<file path="config.mk">
export PLATFORM = sky130hd
export DESIGN_NAME = vga_line_fetch_ctrl
export DESIGN_NICKNAME = d
export VERILOG_FILES = /design/src/rtl/vga_line_fetch_ctrl.sv
export SDC_FILE = /design/constraint.sdc
export NUM_CORES = 1
export LEC_CHECK = 0
export ABC_AREA = 1
export CORE_UTILIZATION = 49
export CTS_CLUSTER_DIAMETER = 200
export CTS_CLUSTER_SIZE = 8
export DETAILED_ROUTE_END_ITERATION = 8
export PLACE_DENSITY = 0.84
export SLEW_MARGIN = 20
export SYNTH_ARGS = -nofsm -noshare
export SYNTH_HDL_FRONTEND = slang
export SYNTH_SLANG_ARGS = --single-unit
</file>
<file path="constraint.sdc">
create_clock -name clk -period 1.56 [get_ports clk]
set_input_delay 0.312 -clock clk [delete_from_list [all_inputs] [get_ports clk]]
set_output_delay 0.312 -clock clk [all_outputs]
set_load 0.01 [all_outputs]
</file>
<file path="src/rtl/vga_line_fetch_ctrl.sv">
// -----------------------------------------------------------------------------
// vga_line_fetch_ctrl
//
// Purpose: fetches one video line per burst from a frame buffer into the line
// FIFO that feeds the pixel pipeline. A frame start (vs edge into VS_POL)
// flushes the FIFO and restarts at frame_base. Each following line is requested
// after the display has finished a line (de falling edge) and the FIFO has room
// for a whole line. The block also flags FIFO underflow while video is active.
//
// Optional feature: define LINE_FETCH_STATS_EN to build a saturating 16-bit
// counter of underflow cycles. Without the macro, underflow_cnt_o is tied to 0.
//
// Ports:
//   clk             pixel clock
//   rst_n           asynchronous active-low reset
//   vs_i            vertical sync from the timing generator
//   de_i            video-active from the timing generator
//   frame_base_i    byte address of line 0, captured at frame start
//   fifo_level_i    line-FIFO occupancy in pixels
//   fifo_empty_i    line-FIFO empty
//   rd_ack_i        memory accepted the current request
//   rd_done_i       pulse: last pixel of the accepted burst is in the FIFO
//   rd_req_o        burst read request
//   rd_addr_o       burst byte address
//   rd_len_o        burst length in pixels (always H_ACTIVE)
//   fifo_flush_o    one-cycle FIFO clear pulse
//   busy_o          high in any state other than IDLE
//   underflow_o     sticky underflow flag, cleared at the next flush
//   underflow_cnt_o underflow cycle count (0 unless LINE_FETCH_STATS_EN)
//   state_o         current FSM state, for debug and checkers
//
// Request handshake: rd_req_o rises in REQ and holds, with rd_addr_o and
// rd_len_o stable, until rd_ack_i is sampled high on a clock edge; it is low
// from the following cycle. rd_done_i is only honoured in WAIT_DONE.
// -----------------------------------------------------------------------------
module vga_line_fetch_ctrl #(
    parameter int unsigned H_ACTIVE    = 640,
    parameter int unsigned V_ACTIVE    = 480,
    parameter int unsigned LINE_STRIDE = 2560,
    parameter int unsigned FIFO_DEPTH  = 2048,
    parameter bit          VS_POL      = 1'b0
) (
    input  logic        clk,
    input  logic        rst_n,
    input  logic        vs_i,
    input  logic        de_i,
    input  logic [31:0] frame_base_i,
    input  logic [11:0] fifo_level_i,
    input  logic        fifo_empty_i,
    input  logic        rd_ack_i,
    input  logic        rd_done_i,
    output logic        rd_req_o,
    output logic [31:0] rd_addr_o,
    output logic [11:0] rd_len_o,
    output logic        fifo_flush_o,
    output logic        busy_o,
    output logic        underflow_o,
    output logic [15:0] underflow_cnt_o,
    output logic [2:0]  state_o
);

    localparam int unsigned LCW = $clog2(V_ACTIVE + 1);
    // A new line is only requested when the FIFO can take all of it.
    localparam logic [11:0] LVL_MAX = 12'(FIFO_DEPTH - H_ACTIVE);

    typedef enum logic [2:0] {
        IDLE      = 3'd0,
        FLUSH     = 3'd1,
        REQ       = 3'd2,
        WAIT_DONE = 3'd3,
        WAIT_LINE = 3'd4
    } state_t;

    state_t           state_q, state_d;
    logic             vs_q;
    logic             de_q;
    logic [31:0]      base_q;
    logic [31:0]      rd_addr_q;
    logic [LCW-1:0]   line_cnt_q;
    logic             pending_q;
    logic             seen_q;
    logic             underflow_q;

    logic frame_start;
    logic de_fall;
    logic level_ok;
    logic last_line;
    logic line_done;
    logic uf_cond;

    assign frame_start = (vs_i == VS_POL) && (vs_q != VS_POL);
    assign de_fall     = de_q && !de_i;
    assign level_ok    = (fifo_level_i <= LVL_MAX);
    assign last_line   = (line_cnt_q == LCW'(V_ACTIVE - 1));
    assign line_done   = (state_q == WAIT_DONE) && rd_done_i;
    assign uf_cond     = de_i && fifo_empty_i;

    // Next-state logic. A frame start seen during a transaction is held in
    // pending_q and honoured only once the burst has fully completed.
    always_comb begin
        state_d = state_q;
        case (state_q)
            IDLE: begin
                if (frame_start) state_d = FLUSH;
            end
            FLUSH: begin
                state_d = REQ;
            end
            REQ: begin
                if (rd_ack_i) state_d = WAIT_DONE;
            end
            WAIT_DONE: begin
                if (rd_done_i) begin
                    if (pending_q || frame_start) state_d = FLUSH;
                    else if (last_line)           state_d = IDLE;
                    else                          state_d = WAIT_LINE;
                end
            end
            WAIT_LINE: begin
                if (frame_start)                          state_d = FLUSH;
                else if ((seen_q || de_fall) && level_ok) state_d = REQ;
            end
            default: state_d = IDLE;
        endcase
    end

    always_ff @(posedge clk or negedge rst_n) begin
        if (!rst_n) begin
            state_q <= IDLE;
            vs_q    <= ~VS_POL;
            de_q    <= 1'b0;
        end else begin
            state_q <= state_d;
            vs_q    <= vs_i;
            de_q    <= de_i;
        end
    end

    // Base captured on every frame start so a deferred flush still uses the
    // address belonging to the frame that triggered it.
    always_ff @(posedge clk or negedge rst_n) begin
        if (!rst_n) begin
            base_q <= '0;
        end else if (frame_start) begin
            base_q <= frame_base_i;
        end
    end

    always_ff @(posedge clk or negedge rst_n) begin
        if (!rst_n) begin
            rd_addr_q  <= '0;
            line_cnt_q <= '0;
        end else if (state_q == FLUSH) begin
            rd_addr_q  <= base_q;
            line_cnt_q <= '0;
        end else if (line_done) begin
            rd_addr_q  <= rd_addr_q + 32'(LINE_STRIDE);
            line_cnt_q <= line_cnt_q + LCW'(1);
        end
    end

    always_ff @(posedge clk or negedge rst_n) begin
        if (!rst_n) begin
            pending_q <= 1'b0;
        end else if (state_q == FLUSH) begin
            pending_q <= 1'b0;
        end else if (frame_start && (state_q == REQ || state_q == WAIT_DONE)) begin
            pending_q <= 1'b1;
        end
    end

    // Remembers a de falling edge since entering WAIT_LINE.
    always_ff @(posedge clk or negedge rst_n) begin
        if (!rst_n) begin
            seen_q <= 1'b0;
        end else if (state_q != WAIT_LINE) begin
            seen_q <= 1'b0;
        end else if (de_fall) begin
            seen_q <= 1'b1;
        end
    end

    always_ff @(posedge clk or negedge rst_n) begin
        if (!rst_n) begin
            underflow_q <= 1'b0;
        end else if (state_q == FLUSH) begin
            underflow_q <= 1'b0;
        end else if (uf_cond) begin
            underflow_q <= 1'b1;
        end
    end

`ifdef LINE_FETCH_STATS_EN
    logic [15:0] uf_cnt_q;

    always_ff @(posedge clk or negedge rst_n) begin
        if (!rst_n) begin
            uf_cnt_q <= '0;
        end else if (state_q == FLUSH) begin
            uf_cnt_q <= '0;
        end else if (uf_cond && (uf_cnt_q != 16'hFFFF)) begin
            uf_cnt_q <= uf_cnt_q + 16'd1;
        end
    end

    assign underflow_cnt_o = uf_cnt_q;
`else
    assign underflow_cnt_o = 16'd0;
`endif

    assign rd_req_o     = (state_q == REQ);
    assign rd_addr_o    = rd_addr_q;
    assign rd_len_o     = 12'(H_ACTIVE);
    assign fifo_flush_o = (state_q == FLUSH);
    assign busy_o       = (state_q != IDLE);
    assign underflow_o  = underflow_q;
    assign state_o      = state_q;

endmodule

</file>
* Word-level counts from Yosys, hierarchy flattened *
Cells that the tools add are included.
Widths: inputs -> output; s select.

word-level totals
  register bits after elaboration = 81
  memories kept = 0
  bits in read-only memories = 0
  input bits = 51
  latch bits = 0
  word-level logic and storage cells = 58
  bits in writable memories = 0

operators by class
  bitwise gates (word level) = 1
  multiplexer cells = 18
  equality and inequality tests = 10
  multipliers = 0
  magnitude comparators = 1
  $add $sub $neg = 2
  reduce and logical (&&, ||, !) cells = 17
  div/mod/pow operators = 0
  shift operators = 0

operators by type and width
  operator                number
  $mux 32                 2
  $add 32x12->32 const B  1
  $mux 3                  7
  $mux 9                  2
  $pmux 3 s5              1
  $le 12x11->1 const B    1
  $add 9x1->9 const B     1
  $eq 9x9->1 const B      1
  $reduce_bool 2->1       4
  $eq 3x2->1 const B      2
  $logic_and 1x1->1       6
  $mux 1                  6
  $ne 2x2->1 const B      3
  $ne 3x3->1 const B      2
  $reduce_and 4->1        1
  $eq 3x1->1 const B      1
  $eq 3x3->1 const B      1
  $logic_not 3->1         1
  $logic_or 1x1->1        3
  $reduce_bool 3->1       1
  $logic_not 1->1         1
  $not 1->1               1

* Logic depth before layout (Yosys ltp) *
Gate-level depths: netlist of the first run.

  depth in word-level cells = 7
  depth in mapped cells = 10

* Worst setup path after synthesis of the first run *
OpenSTA, ideal clock, no wires.

  path kind = register to register
  start = register rd_addr_q[9], in the netlist rd_addr_o[9]
  end = register rd_addr_q[25], in the netlist rd_addr_o[25]
  arrival time = 1.306 ns
  clock period less this slack = 1.426 ns
  setup slack = 0.134 ns
  library setup time = 0.120 ns
  cell stages (with the launch flop) = 9
  path through = dfrtp_1 ha_1 nor2_1 nor2_1 nand3_2 nor2_1 or2_2 nand3_1 nand2_1

between the ends
  longest elaborated chain between the ends = 3

RTL lines
  item                    line  text
  from (decl)             78    logic [31:0] rd_addr_q;
  from (signal assigned)  154   rd_addr_q <= base_q;
  from (signal assigned)  157   rd_addr_q <= rd_addr_q + 32'(LINE_STRIDE);
  $add 32x12->32          157
  $mux 32                 156   end else if (line_done) begin
  $mux 32                 153   end else if (state_q == FLUSH) begin

Every way passes these cells. The select of a mux whose other input is x is not followed.
A chain may end at the register's enable or synchronous reset.

* Worst setup path after layout of the first run *
  start = register state_q[0], in the netlist state_o[0]
  end = output fifo_flush_o

between the ends
  longest elaborated chain between the ends = 1

RTL lines
  item                    line  text
  from (decl)             74    state_t state_q, state_d;
  from (signal assigned)  133   state_q <= state_d;
  $eq 3x1->1              214   assign fifo_flush_o = (state_q == FLUSH);
  to (decl)               55    output logic fifo_flush_o,

Every way passes these cells.

==> PnR_summary.wiki, run 1 <==
{| class="wikitable"
! Metric !! Value
|-
| Total grt overflow || 0
|-
| Number of synthesis warnings || 0
|-
| Clock root buffer || clkbuf_8
|-
| TritonCTS buffer count || 9
|-
| Core region area || 8340 sq um
|-
| Xor and xnor fraction of the mapped netlist area || 2.25%
|-
| Hold Worst Slack || 380 ps
|-
| Max frequency || approximately 0.65 GHz
|-
| Kind of start point of the critical path || flip-flop
|-
| IR drop worst, VDD || between 0.0009 and 0.001 V
|-
| LEAKAGE || 0.00295 uW
|-
| Count of port buffers added during placement || 89
|-
| Post-synthesis share of cell area spent on and, or, nand and nor gates || approximately 27%
|-
| Initial antenna violation count || 0
|-
| Via count of the first global-routing pass || roughly 3900
|-
| Iter 0 DRT Violations || between 300 and 400
|-
| Sinks on Clock Net || 81
|-
| Post-synthesis cell type count || 38
|-
| CTS tree || built
|-
| Biggest fanout along the worst timing path || 5
|-
| Multiplexer share of the synthesized area || 0%
|-
| Register area share after synthesis || between 40 and 50%
|-
| Post-Layout Cell Count || ~790
|-
| Number of buffers on the longest clock path || 2
|-
| RSZ-0062 raised after global routing || true
|-
| Setup violation total in the final timing report || 0
|-
| HPWL Detailed || about 7600 um
|-
| Crit end category || primary output
|-
| Worst path setup slack after routing || about 17 ps
|-
| Leading cell types by total area after synthesis || dfrtp_1, nand2_1, buf_4, inv_1, a22oi_2
|-
| Ant. Diodes || 0
|-
| Series of cell instances along the critical path || buf_6 > nand3_2 > inv_2 > buf_4
|-
| Cell with the most instances after synthesis || nand2_1
|-
| Area enclosed by the die boundary || about 9100 sq um
|-
| Die X || 95.5 um
|-
| Routability congestion estimate || between 0.8 and 0.9
|-
| Area Overhead vs Synth || 35.8%
|-
| All-Layer GR Usage || between 20% and 30%
|-
| Top flip-flop cell by instance count after synthesis || dfrtp_1
|-
| Nets || about 740
|-
| Number of standard cells after synthesis || 545
|-
| Final hold violations || 0
|-
| Share of layout cells above drive strength 1 || between 10% and 20%
|-
| Status || finished, final reports clean
|-
| Time the worst path needs with I/O delays and setup || between 1500 and 2000 ps
|-
| ANT nets after route || 0
|-
| List of most frequent post-synthesis cells || nand2_1, dfrtp_1, inv_1
|-
| Ratio of total power to cell area || roughly 1600 nW/um^2
|-
| Total Routed Length || ~12000 um
|-
| Number of iterations in the first detailed-routing pass || 5
|-
| Critical Path Max Stage Delay || 470 ps
|-
| Path category of the worst min-delay check || input pin to async pin
|-
| Wire length of the first global-routing pass || around 18000 um
|-
| Top-area cell type share of the netlist area || ~47%
|-
| Pin count of the biggest net entering global routing || 41
|-
| Post-synth EDFFs || 0
|-
| Post-DR vias/cell || between 5 and 6
|-
| Register bit count reported by yosys || just over 80
|-
| Pre-CTS worst setup slack || -73.3 ps
|-
| Period Utilization, post-route || 98.9%
|-
| CTS H-Tree Depth || 3
|-
| Vertical extent of the die || ~96 um
|-
| Count of final max-slew check failures || 0
|-
| Setup Skew || 10.9 ps
|-
| Adder-cell share of the synthesized area || less than 1%
|-
| Library cell occupying the most area in the post-synthesis netlist || dfrtp_1
|-
| Netlist area before placement || approximately 4300 sq um
|-
| Setup TNS after final layout || 0 ps
|-
| Crit path arrival time || about 1200 ps
|-
| Number of ports placed on the die boundary || ~120
|-
| Critical path's slowest cell || dfrtp_2
|-
| Residual DRC count || 0
|-
| Wire length per cell || between 10 and 15 um
|-
| Core occupancy in the finished layout || 69.8%
|-
| Max-capacitance violation count || 0
|-
| Insertion delay to the later sink of the worst-skew pair || approximately 360 ps
|-
| Compound-cell area share of the yosys netlist || a little over a tenth
|-
| Clock-pin slew reported for the worst setup and hold paths after clock tree synthesis || ~90 ps
|-
| Post-synthesis average cell area || 7.87 sq um
|-
| Site Rows || 33
|-
| Async set-or-reset flop fraction in the synthesized netlist || 100%
|-
| Combinational family with the most area after synthesis || simple AND/OR/NAND/NOR gates
|-
| Effective utilization at floorplan || 51.4%
|-
| Placed cell count || 745
|-
| WP data required || 1250 ps
|-
| Total vias in the final route || roughly 4200
|-
| Kind of critical path || flip-flop to primary output
|}
## routing by layer
metal / global-route usage [%] / wire length (um) / vias to the layer above
met5: 0 / 0 / -
met4: 8.71 / 328 / 0
li1: - / - / 1945
met3: 5.26 / 784 / 46
met1: 33.7 / 4770 / 1954
met2: 43.5 / 5680 / 234
## path summary, 6_finish.rpt
| kind | start | endpoint | slack [ps] | cells past startpoint |
|---|---|---|---|---|
| setup / recovery | state_o[0] | fifo_flush_o | 20 | 4 |
| hold / removal | rst_n | rd_addr_o[4] | 380 | 2 |
| setup reg to reg | state_o[1] | state_o[2] | 40 | 9 |
| hold reg to reg | rd_addr_o[1] | rd_addr_o[1] | 490 | 2 |
| max in group asynchronous | rst_n | rd_addr_o[15] | 570 | 3 |
| min in group clk | vs_i | vs_q | 390 | 1 |
## cell families (layout without fill, tap and decap cells)
group | after synthesis | after routing
adder cells (fa/ha/maj) | 2 | 2
XOR/XNOR | 11 | 11
AO/OA/AOI/OAI | 68 | 68
other | 2 | 28
AND/OR/NAND/NOR | 285 | 285
buffers and inverters | 96 | 214
flip-flops | 81 | 81
## placed cells by master, fill, tap and decap left out, types with 2 or more instances in the layout
master,netlist,routed
nand3_2,2,3
inv_1,48,48
nor3_1,4,4
a21oi_1,8,8
nand2_1,200,194
dfrtp_1,80,66
nand2_2,0,4
nand3_1,21,20
inv_6,0,2
a22oi_1,4,3
nor2_4,1,3
conb_1,2,28
clkdlybuf4s50_1,0,49
nand3b_1,4,4
o21ai_1,6,8
buf_6,2,5
dlygate4sd2_1,0,35
clkbuf_8,0,10
xnor2_1,6,6
nor4_1,2,2
buf_2,7,2
o21ai_0,31,28
xor2_1,5,5
inv_2,3,3
a22oi_2,13,14
nand2_4,2,4
nor2_2,3,10
clkinvlp_4,0,2
buf_4,29,51
nand4_1,2,2
nor2_1,43,34
dfrtp_2,0,14
clkinv_4,0,2
## report_power, final
group / switching, uW / total, uW / internal [uW]
registers: 428 / 3130 / 2700
clock network: 829 / 1640 / 806
logic: 2590 / 4630 / 2040
total: 3850 / 9400 / 5550
## metrics by stage
| stage | total power, uW | cell area [sq um] |
|---|---|---|
| 5_1_grt | 9940 | 5820 |
| 2_1_floorplan | 5440 | 4390 |
| 3_3_place_gp | 7020 | 5300 |
| 3_5_place_dp | 7190 | 5300 |
| 6_report | 9400 | 5820 |
| 4_1_cts | 8950 | 5660 |
## final cells by class
cell class	count	area, sq um
inverters	53	208
repair buffers	145	1290
well taps	105	131
clock buffers	10	138
fillers	633	2520
flip-flops and latches	81	2050
clock inverters	6	75.1
multi-input cells	394	1940
## worst max-delay path, delay by kind of cell, from the launching register on
family	cells	cell delay [ps]
flops	1	470
simple gates	1	80
buf+inv	3	320
## state kept, by name, summed over array words and instances, names as in the netlist
signal	count
base_q	32
rd_addr_o	32
line_cnt_q	9
state_o	3
de_q	1
pending_q	1
seen_q	1
underflow_o	1
vs_q	1
## repair_timing
action / CTS / global route
hold buffers: 1 / 0
gates resized for setup: 59 / 37
endpoints found under the setup margin: 38 / 29
pin swaps: 1 / 11
setup buffers: 22 / 10
endpoints found under the hold margin: 19 / 0
(Power assumes the default switching activity.)
==> run 2: changes to the inputs <==
--- a/config.mk
+++ b/config.mk
@@ -6,11 +6,12 @@
 export NUM_CORES = 1
 export LEC_CHECK = 0
 export ABC_AREA = 1
-export CORE_UTILIZATION = 49
+export CORE_UTILIZATION = 54
+export CTS_BUF_LIST = sky130_fd_sc_hd__clkbuf_4
 export CTS_CLUSTER_DIAMETER = 200
 export CTS_CLUSTER_SIZE = 8
 export DETAILED_ROUTE_END_ITERATION = 8
-export PLACE_DENSITY = 0.84
+export PLACE_DENSITY = 0.91
 export SLEW_MARGIN = 20
 export SYNTH_ARGS = -nofsm -noshare
 export SYNTH_HDL_FRONTEND = slang
==> constraint.sdc (replaced) <==
create_clock -name clk -period 1.97 [get_ports clk]
set_input_delay 0.394 -clock clk [delete_from_list [all_inputs] [get_ports clk]]
set_output_delay 0.394 -clock clk [all_outputs]
set_load 0.01 [all_outputs]
==> PnR_summary.wiki, run 2 (same netlist as run 1, synthesis figures left out) <==
{| class="wikitable"
! Metric !! Value
|-
| Status || finished, final reports clean
|-
| Pin count of the biggest net entering global routing || 37 (-9.8%)
|-
| WP data required || 1580 ps (+330 ps)
|-
| Path category of the worst min-delay check || input pin to flip-flop
|-
| Kind of start point of the critical path || flip-flop
|-
| Residual DRC count || 0 (unchanged)
|-
| Vertical extent of the die || 91.1 um (-4.6%)
|-
| Via count of the first global-routing pass || 3662 (-4.9%)
|-
| Area enclosed by the die boundary || 8300 sq um (-9.1%)
|-
| LEAKAGE || 0.00260 uW (-12%)
|-
| Wire length per cell || 13.7 um (-5.9%)
|-
| Die X || 91.1 um (-4.6%)
|-
| Count of port buffers added during placement || 89 (unchanged)
|-
| Count of final max-slew check failures || 0 (unchanged)
|-
| Total vias in the final route || 3825 (-8.5%)
|-
| PnR Total Power || 6480 uW (-31%)
|-
| CTS H-Tree Depth || 3 (unchanged)
|-
| Sinks on Clock Net || 81 (unchanged)
|-
| HPWL Detailed || 7450 um (-1.5%)
|-
| Routability congestion estimate || 0.878 (+4.3%)
|-
| Setup Skew || 22.6 ps (+11.6 ps)
|-
| Nets || 696 (-5.6%)
|-
| Setup violation total in the final timing report || 0 (unchanged)
|-
| Share of layout cells above drive strength 1 || 9.88% (-10 points)
|-
| Hold Worst Slack || 380 ps (+0.761 ps)
|-
| Total grt overflow || 0 (unchanged)
|-
| Leading cell types in the layout, fill and taps excluded || nand2_1, clkdlybuf4s50_1, dfrtp_1
|-
| IR drop worst, VDD || 0.000667 V (-28%)
|-
| Max frequency || roughly 0.51 GHz
|-
| Biggest fanout along the worst timing path || 5 (unchanged)
|-
| Setup TNS after final layout || 0 ps (unchanged)
|-
| Crit path arrival time || 1550 ps (+320 ps)
|-
| Insertion delay to the later sink of the worst-skew pair || 450 ps (+90 ps)
|-
| Ratio of total power to cell area || 1210 nW/um^2 (-25%)
|-
| Time the worst path needs with I/O delays and setup || between 1500 and 2000 ps
|-
| Clock-pin slew reported for the worst setup and hold paths after clock tree synthesis || 150 ps (+60 ps)
|-
| Core occupancy in the finished layout || 69.8% (about the same)
|-
| CTS tree || built
|-
| Iter 0 DRT Violations || 273 (-9.9%)
|-
| Core region area || 7690 sq um (-7.8%)
|-
| Most common cell after layout, fill and taps aside || nand2_1
|-
| Effective utilization at floorplan || 55.8% (+4.4 points)
|-
| ANT nets after route || 0 (unchanged)
|-
| Period Utilization, post-route || between 90% and 100%
|-
| Final hold violations || 0 (unchanged)
|-
| Number of buffers on the longest clock path || 2 (unchanged)
|-
| Wire length of the first global-routing pass || 17300 um (-4.4%)
|-
| Site Rows || 32 (-3.0%)
|-
| Total Routed Length || 10300 um (-11%)
|-
| Post-DR vias/cell || 5.10 (-3.1%)
|-
| Number of iterations in the first detailed-routing pass || 6 (+1)
|-
| TritonCTS buffer count || 9 (unchanged)
|-
| RSZ-0062 raised after global routing || true
|-
| All-Layer GR Usage || 26.6% (+0.64 points)
|-
| Ant. Diodes || 0 (unchanged)
|-
| Area Overhead vs Synth || 25.2%
|-
| Number of ports placed on the die boundary || 118 (unchanged)
|-
| Clock root buffer || clkbuf_4
|-
| Crit end category || primary output
|-
| Max-capacitance violation count || 0 (unchanged)
|-
| Kind of critical path || flip-flop to primary output
|-
| Initial antenna violation count || 0 (unchanged)
|}
==> run 2: power by group <==
part           internal, uW  switching (uW)  total, uW  leakage (uW)
clock                   286             620        906     0.0000636
sequential             2120             497       2610       0.00102
combinational          1350            1600       2950       0.00152
==> run 2: per-stage QoR <==
stage	setup slack [ps]	std cells	instance area, sq um
6_report	26.1	750	5370
3_5_place_dp	118	730	5200
4_1_cts	27.3	750	5360
3_3_place_gp	165	730	5200
5_1_grt	-31.5	750	5370
2_1_floorplan	544	571	4390
==> run 2: cell type report <==
| type | count | area (sq um) |
|---|---|---|
| Tap cell | 102 | 128 |
| Timing Repair Buffer | 104 | 1010 |
| Fill cell | 584 | 2320 |
| Clock inverter | 6 | 50.0 |
| Clock buffer | 10 | 75.1 |
| Sequential cell | 81 | 2030 |
| Multi-Input combinational cell | 394 | 1870 |
| Inverter | 53 | 201 |
==> run 2: worst paths after layout <==
path	from	end	slack (ps)	cells past startpoint
worst min register to register	base_q[8]	rd_addr_o[8]	480	2
max in group asynchronous	rst_n	vs_q	910	3
worst max register to register	state_o[1]	rd_addr_o[12]	280	9
min in group asynchronous	rst_n	pending_q	410	2
worst min-delay path	vs_i	vs_q	380	1
worst max-delay path	state_o[1]	busy_o	30	4
==> run 2: repair_timing <==
action | CTS | global route
endpoints found under the hold margin | 28 | 0
endpoints found under the setup margin | 3 | 5
resized for setup | 5 | 4
pin swaps | 0 | 0
setup buffers | 3 | 0
hold buffers | 1 | 0
==> run 2: critical path: stages, from the launching register on <==
cell and delay, ps:
dfrtp_1 420, buf_4 150, nor2_2 130, nand2_1 100, dlygate4sd2_1 300
==> run 2: per-layer routing <==
metal	GRT usage [%]	share of wire, %	wire length [um]	up-vias
li1	-	-	-	1865
met1	34.1	41	4240	1782
met2	44.0	49	5010	155
met3	5.28	7.7	791	23
met4	11.8	2.2	231	0
met5	0	0	0	-
==> run 3: changes to the inputs <==
--- a/config.mk
+++ b/config.mk
@@ -6,12 +6,12 @@
 export NUM_CORES = 1
 export LEC_CHECK = 0
 export ABC_AREA = 1
-export CORE_UTILIZATION = 54
+export CORE_UTILIZATION = 50
 export CTS_BUF_LIST = sky130_fd_sc_hd__clkbuf_4
 export CTS_CLUSTER_DIAMETER = 200
 export CTS_CLUSTER_SIZE = 8
 export DETAILED_ROUTE_END_ITERATION = 8
-export PLACE_DENSITY = 0.91
+export PLACE_DENSITY = 0.86
 export SLEW_MARGIN = 20
 export SYNTH_ARGS = -nofsm -noshare
 export SYNTH_HDL_FRONTEND = slang
==> PnR_summary.wiki, run 3 (same netlist as run 1, synthesis figures left out) <==
{| class="wikitable"
! Metric !! Value
|-
| Total Routed Length || 9880 um (-3.8%)
|-
| Die X || 94.6 um (+3.8%)
|-
| Hold wc startpoint || vs_i
|-
| Max frequency || 0.528 GHz (+2.5%)
|-
| Setup Skew || 16.3 ps (-6.25 ps)
|-
| Count of final max-slew check failures || 0 (unchanged)
|-
| Post-route standard cell area excluding fillers || 5380 sq um (+0.14%)
|-
| WHS Endpoint || vs_q
|-
| Wire length per cell || 13.2 um (-4.0%)
|-
| All-Layer GR Usage || 23.5% (-3.1 points)
|-
| Count of port buffers added during placement || 89 (unchanged)
|-
| Number of ports placed on the die boundary || 118 (unchanged)
|-
| Ant. Diodes || 0 (unchanged)
|-
| Routability congestion estimate || 0.870 (-0.91%)
|-
| Area enclosed by the die boundary || 8950 sq um (+7.8%)
|-
| CTS H-Tree Depth || 3 (unchanged)
|-
| Residual DRC count || 0 (unchanged)
|-
| Initial antenna violation count || 0 (unchanged)
|-
| LEAKAGE || 0.00261 uW (+0.54%)
|-
| Buffers and inverters on the worst path || 1 (-1)
|-
| Seq pwr share || 39.9% (-0.5 points)
|-
| Period Utilization, post-route || 96.2% (-2.4 points)
|-
| WP data required || 1580 ps (about the same)
|-
| Area Overhead vs Synth || 25.4%
|-
| TritonCTS buffer count || 9 (unchanged)
|-
| Proportion of total power due to net switching || 41.1% (-0.86 points)
|-
| Share of power burned in combinational logic || 44.6% (-1.0 points)
|-
| RSZ-0062 raised after global routing || true
|-
| Clock-pin slew reported for the worst setup and hold paths after clock tree synthesis || 130 ps (-20 ps)
|-
| Crit end category || primary output
|-
| Kind of critical path || flip-flop to primary output
|-
| Path category of the worst min-delay check || input pin to flip-flop
|-
| Total grt overflow || 0 (unchanged)
|-
| Time the worst path needs with I/O delays and setup || 1900 ps (-48.2 ps)
|-
| Via count of the first global-routing pass || 3606 (-1.5%)
|-
| Series of cell instances along the critical path || clkdlybuf4s50_1
|-
| Wire length of the first global-routing pass || 16400 um (-5.4%)
|-
| Share of layout cells above drive strength 1 || 9.13% (-0.74 points)
|-
| Site Rows || 33 (+3.1%)
|-
| Total vias in the final route || 3768 (-1.5%)
|-
| Vertical extent of the die || 94.6 um (+3.8%)
|-
| ANT nets after route || 0 (unchanged)
|-
| Worst path setup slack after routing || 74.3 ps (+48.2 ps)
|-
| Capturing point of the worst reg2reg path || rd_addr_o[18]
|-
| Crit Reg-Reg Startpoint || state_o[0]
|-
| Pre-CTS worst setup slack || 176 ps (+57.1 ps)
|-
| Sinks on Clock Net || 81 (unchanged)
|-
| Critical path's slowest cell || clkdlybuf4s50_1
|-
| Crit path arrival time || 1500 ps (-50 ps)
|-
| Nets || 694 (-0.29%)
|-
| Logic depth of the worst setup path including buffers || 1 (-3)
|-
| Post-DR vias/cell || 5.02 (-1.6%)
|-
| Number of iterations in the first detailed-routing pass || 4 (-2)
|-
| Core region area || 8260 sq um (+7.4%)
|-
| Biggest fanout along the worst timing path || 6 (+1)
|-
| Net switching power of the design || 2690 uW (-1.0%)
|-
| Critical path's top delay family || buffers and inverters
|-
| Pin count of the biggest net entering global routing || 33 (-11%)
|-
| Status || finished, final reports clean
|-
| HPWL Detailed || 7120 um (-4.5%)
|-
| Effective utilization at floorplan || 51.9% (-3.9 points)
|-
| Leading cell types in the layout, fill and taps excluded || nand2_1, clkdlybuf4s50_1, dfrtp_1
|-
| Insertion delay to the later sink of the worst-skew pair || 410 ps (-40 ps)
|-
| Most common cell after layout, fill and taps aside || nand2_1
|-
| Max-capacitance violation count || 0 (unchanged)
|-
| CTS tree || built
|-
| Final hold violations || 0 (unchanged)
|-
| Worst R2R Path Depth || 8 (-1)
|-
| Worst hold path depth || 1 (unchanged)
|-
| Placed instance area || 5190 sq um (-0.22%)
|-
| Setup violation total in the final timing report || 0 (unchanged)
|-
| Critical Path Max Stage Delay || 590 ps (+170 ps)
|-
| PnR Total Power || 6550 uW (+1.1%)
|-
| Part of the total power dissipated in the clock network || 15.5% (+1.5 points)
|-
| Number of buffers on the longest clock path || 2 (unchanged)
|-
| Iter 0 DRT Violations || 249 (-8.8%)
|-
| Ratio of total power to cell area || 1220 nW/um^2 (+0.94%)
|-
| Clock root buffer || clkbuf_4
|-
| IR drop worst, VDD || 0.000645 V (-3.3%)
|-
| Cell-internal power || 3850 uW (+2.6%)
|-
| Kind of start point of the critical path || flip-flop
|-
| FF-to-FF setup slack || 240 ps (-40 ps)
|}
-- run 3: worst max-delay path by stage --
stage	from	end
after floorplan	rd_addr_o[9]	rd_addr_o[25]
after global placement	rd_done_i	rd_addr_o[17]
after detailed placement	rd_done_i	rd_addr_o[17]
after CTS	state_o[0]	state_o[0]
after global routing	state_o[1]	rd_req_o
final	rd_addr_o[23]	rd_addr_o[23]
-- run 3: worst reg2reg max path: cells and delay by family (launching register included) --
family / cells / cell delay, ps
AOI/OAI and AO/OA: 1 / 110
and+or+nand+nor: 3 / 370
buffers and inverters: 4 / 650
DFF: 1 / 470
-- run 3: timing repair --
action	in CTS	in global routing
pin swaps	0	0
hold endpoints to repair	29	0
gates cloned	0	0
endpoints found under the setup margin	3	3
resized for setup	5	2
hold buffers	1	0
setup buffers	3	0
-- run 3: area by class of cell --
cell class                      count  area (sq um)
Fill cell                         669          2880
Sequential cell                    81          2030
Multi-Input combinational cell    394          1860
Timing Repair Buffer              102          1000
Inverter                           53           201
Tap cell                          105           131
Clock inverter                      7          78.8
Clock buffer                        9          67.6
-- run 3: metal layers --
metal | up-vias | wire, um | share of wire [%] | track usage (%)
met5 | - | 0 | 0 | 0
met4 | 0 | 214 | 2.2 | 8.96
met3 | 20 | 537 | 5.4 | 3.86
met2 | 126 | 4890 | 49 | 39.7
met1 | 1759 | 4240 | 43 | 30.2
li1 | 1863 | - | - | -
-- run 3: per-stage QoR --
stage	instances	TNS, ps	hold WS [ps]	util (%)
after global routing	751	-19.6	425	65.1
after detailed placement	731	0	370	62.9
after global placement	731	0	359	62.9
after CTS	751	0	423	65.0
after floorplan	571	0	98.4	-
final	751	0	442	65.1
-- run 3: power groups by stage --
| stage | Sequential, uW | Combinational [uW] | Clock, uW |
|---|---|---|---|
| after CTS | 2600 | 2920 | 1020 |
| final | 2610 | 2920 | 1010 |
| after detailed placement | 2640 | 2870 | 0 |
| after floorplan | 2680 | 1630 | 0 |
| after global placement | 2630 | 2770 | 0 |
| after global routing | 2660 | 3230 | 1090 |
==> RTL edit (settings of run 1) <==
Change the parameter `VS_POL` from 1'b0 to 1'b1.
--- a/src/rtl/vga_line_fetch_ctrl.sv
+++ b/src/rtl/vga_line_fetch_ctrl.sv
@@ -38,7 +38,7 @@
     parameter int unsigned V_ACTIVE    = 480,
     parameter int unsigned LINE_STRIDE = 2560,
     parameter int unsigned FIFO_DEPTH  = 2048,
-    parameter bit          VS_POL      = 1'b0
+    parameter bit          VS_POL      = 1'b1
 ) (
     input  logic        clk,
     input  logic        rst_n,
Check against the original RTL: not equivalent (a bounded check fails within 4 cycles, from zero or initial values and one cycle with rst_n low).
==> RTL edit against run 1 <==
Final cell count down 1.6%; total power decreased by 0.58%; non-clock buffer count shrank 13; cell area is 0.73% lower; routed wire length shrank 6.8%; area after synthesis about the same; setup slack improved by 0.0081 ns; sequential cell count unchanged.
==> RTL edit: results (changes against run 1) <==
| Metric | Value |
|---|---|
| Status | finished clean (unchanged) |
| Placed cells | 741 (was 745) |
| First-pass GRT wire length | 17550 um (was 18140 um) |
| Final Wtd Congestion | 0.8701 (was 0.8415) |
| Pre-CTS WS | -0.06771 ns (was -0.07332 ns) |
| Number of global-route vias before repair | 3790 (was 3851) |
| ANT cells | 0 (unchanged) |
| Setup Skew | 0.01445 ns (was 0.01094 ns) |
| Synthesized instance count | 545 (unchanged) |
| Clock Latency Late Sink | 0.36 ns (about the same) |
| CTS root buffer | clkbuf_8 (unchanged) |
| Most instantiated cells after synthesis | 200 x nand2_1, 81 x dfrtp_1, 48 x inv_1 (was 200 x nand2_1, 80 x dfrtp_1, 48 x inv_1) |
| Post-synthesis sequential area ratio | 0.4729 (was 0.4730) |
| Total track usage | 0.2530 (was 0.2600) |
| Net switching power | 3.735 mW (was 3.845 mW) |
| Max rail drop VDD | 740.2 uV (was 926.3 uV) |
| Asr flop ratio synth | 1.000 (unchanged) |
| Xor and xnor fraction of the mapped netlist area | 0.02248 (was 0.02247) |
| DRT iter0 DRCs | 206 (was 303) |
| Mux cell area share after synthesis | 0 (unchanged) |
| Detailed placer's ending HPWL | 7354 um (was 7564 um) |
| Synth Area in Adders | 0.005838 (was 0.005836) |
| Vias/cell | 5.019 (was 5.263) |
| Pin count of the biggest net entering global routing | 31 (was 41) |
| Synth Area in Compound Gates | 0.1083 (about the same) |
| Leak pwr | 2.926 nW (was 2.947 nW) |
| Worst-path maximum fanout | 4 (was 5) |
| Fraction of layout cells with a size suffix above 1 | 0.1701 (was 0.1988) |
| Yosys warnings | 0 (unchanged) |
| Port Buffers | 89 (unchanged) |
| Clk buf depth | 2 (unchanged) |
| CP max-delay cell | dfrtp_2 (unchanged) |
| Filler cells | 639 (was 633) |
| Nets | 724 (was 737) |
| Synth Flop Type | dfrtp_1 (unchanged) |
| Clk slew on worst S/H paths | 0.09 ns (about the same) |
| Initial antenna violation count | 0 (unchanged) |
| Slowest Stage Delay on Critical Path | 0.46 ns |
| H-tree depth | 3 (unchanged) |
| Drt pass-1 iters | 5 (unchanged) |
| WL per Instance | 13.80 um (was 14.56 um) |
| Synth top area cells | dfrtp_1 47%, nand2_1 18%, buf_4 5.1% (unchanged) |
| DR vias | 3920 (was 4179) |
| Cell area after placement | 5278 um2 (was 5296 um2) |
| Total CTS buffers | 9 (unchanged) |
| Hold/Removal Path Class | in -> async (unchanged) |
| Netlist cell types | 37 (was 38) |
==> RTL edit: critical path, delay by kind of cell, from the launching register on <==
kind | cells | cell delay (ns)
AO/OA/AOI/OAI | 2 | 0.33
buffers and inverters | 3 | 0.29
flip-flops | 1 | 0.46
AND/OR/NAND/NOR | 3 | 0.35
==> RTL edit: what timing repair did <==
item,in CTS,in global routing
pin swaps,0,6
resized for setup,59,37
buffers inserted,21,2
setup endpoints to repair,39,31
endpoints found under the hold margin,28,0
hold buffers,1,0
==> RTL edit: layout make-up <==
cell class | instances | area (um2) | share of cell area
flip-flops and latches | 81 | 2042 | 0.3533
well taps | 105 | 131.4 | 0.02273
multi-input cells | 394 | 1934 | 0.3347
inverters | 53 | 212.7 | 0.03680
clock inverters | 7 | 106.4 | 0.01840
repair buffers | 132 | 1229 | 0.2126
clock buffers | 9 | 123.9 | 0.02143
==> RTL edit: final timing paths <==
| kind | endpoint | slack, ns | cells after the start | start |
|---|---|---|---|---|
| max in group asynchronous | rd_addr_o[15] | 0.60 | 3 | rst_n |
| worst max register to register | state_o[2] | 0.03 | 8 | state_o[1] |
| worst min register to register | rd_addr_o[0] | 0.49 | 2 | rd_addr_o[0] |
| min in group clk | vs_q | 0.45 | 1 | vs_i |
| worst max-delay path | state_o[2] | 0.03 | 8 | state_o[1] |
| worst min-delay path | rd_addr_o[4] | 0.43 | 2 | rst_n |
==> RTL edit: power groups by stage <==
stage          Sequential, mW  Clock (mW)  Combinational (mW)
6_report                 3.11        1.78                4.46
5_1_grt                  3.16        1.89                4.90
4_1_cts                  3.07        1.79                4.18
3_5_place_dp             3.30           0                3.81
3_3_place_gp             3.28           0                3.69
2_1_floorplan            3.38           0                2.06
==> RTL edit: layer usage <==
layer	routed length (um)	vias to the layer above	track usage
met3	627	26	0.04864
met4	264	0	0.08706
met1	4681	1817	0.3392
li1	-	1920	-
met2	5205	157	0.4107
met5	0	-	0
==> RTL edit: cell families (layout without fill, tap and decap cells) <==
family	Yosys count	after routing
xor+xnor	11	11
fa+ha+maj	2	2
compound gates	68	68
other cells	2	28
flops	81	81
buf+inv	96	201
simple gates	285	285
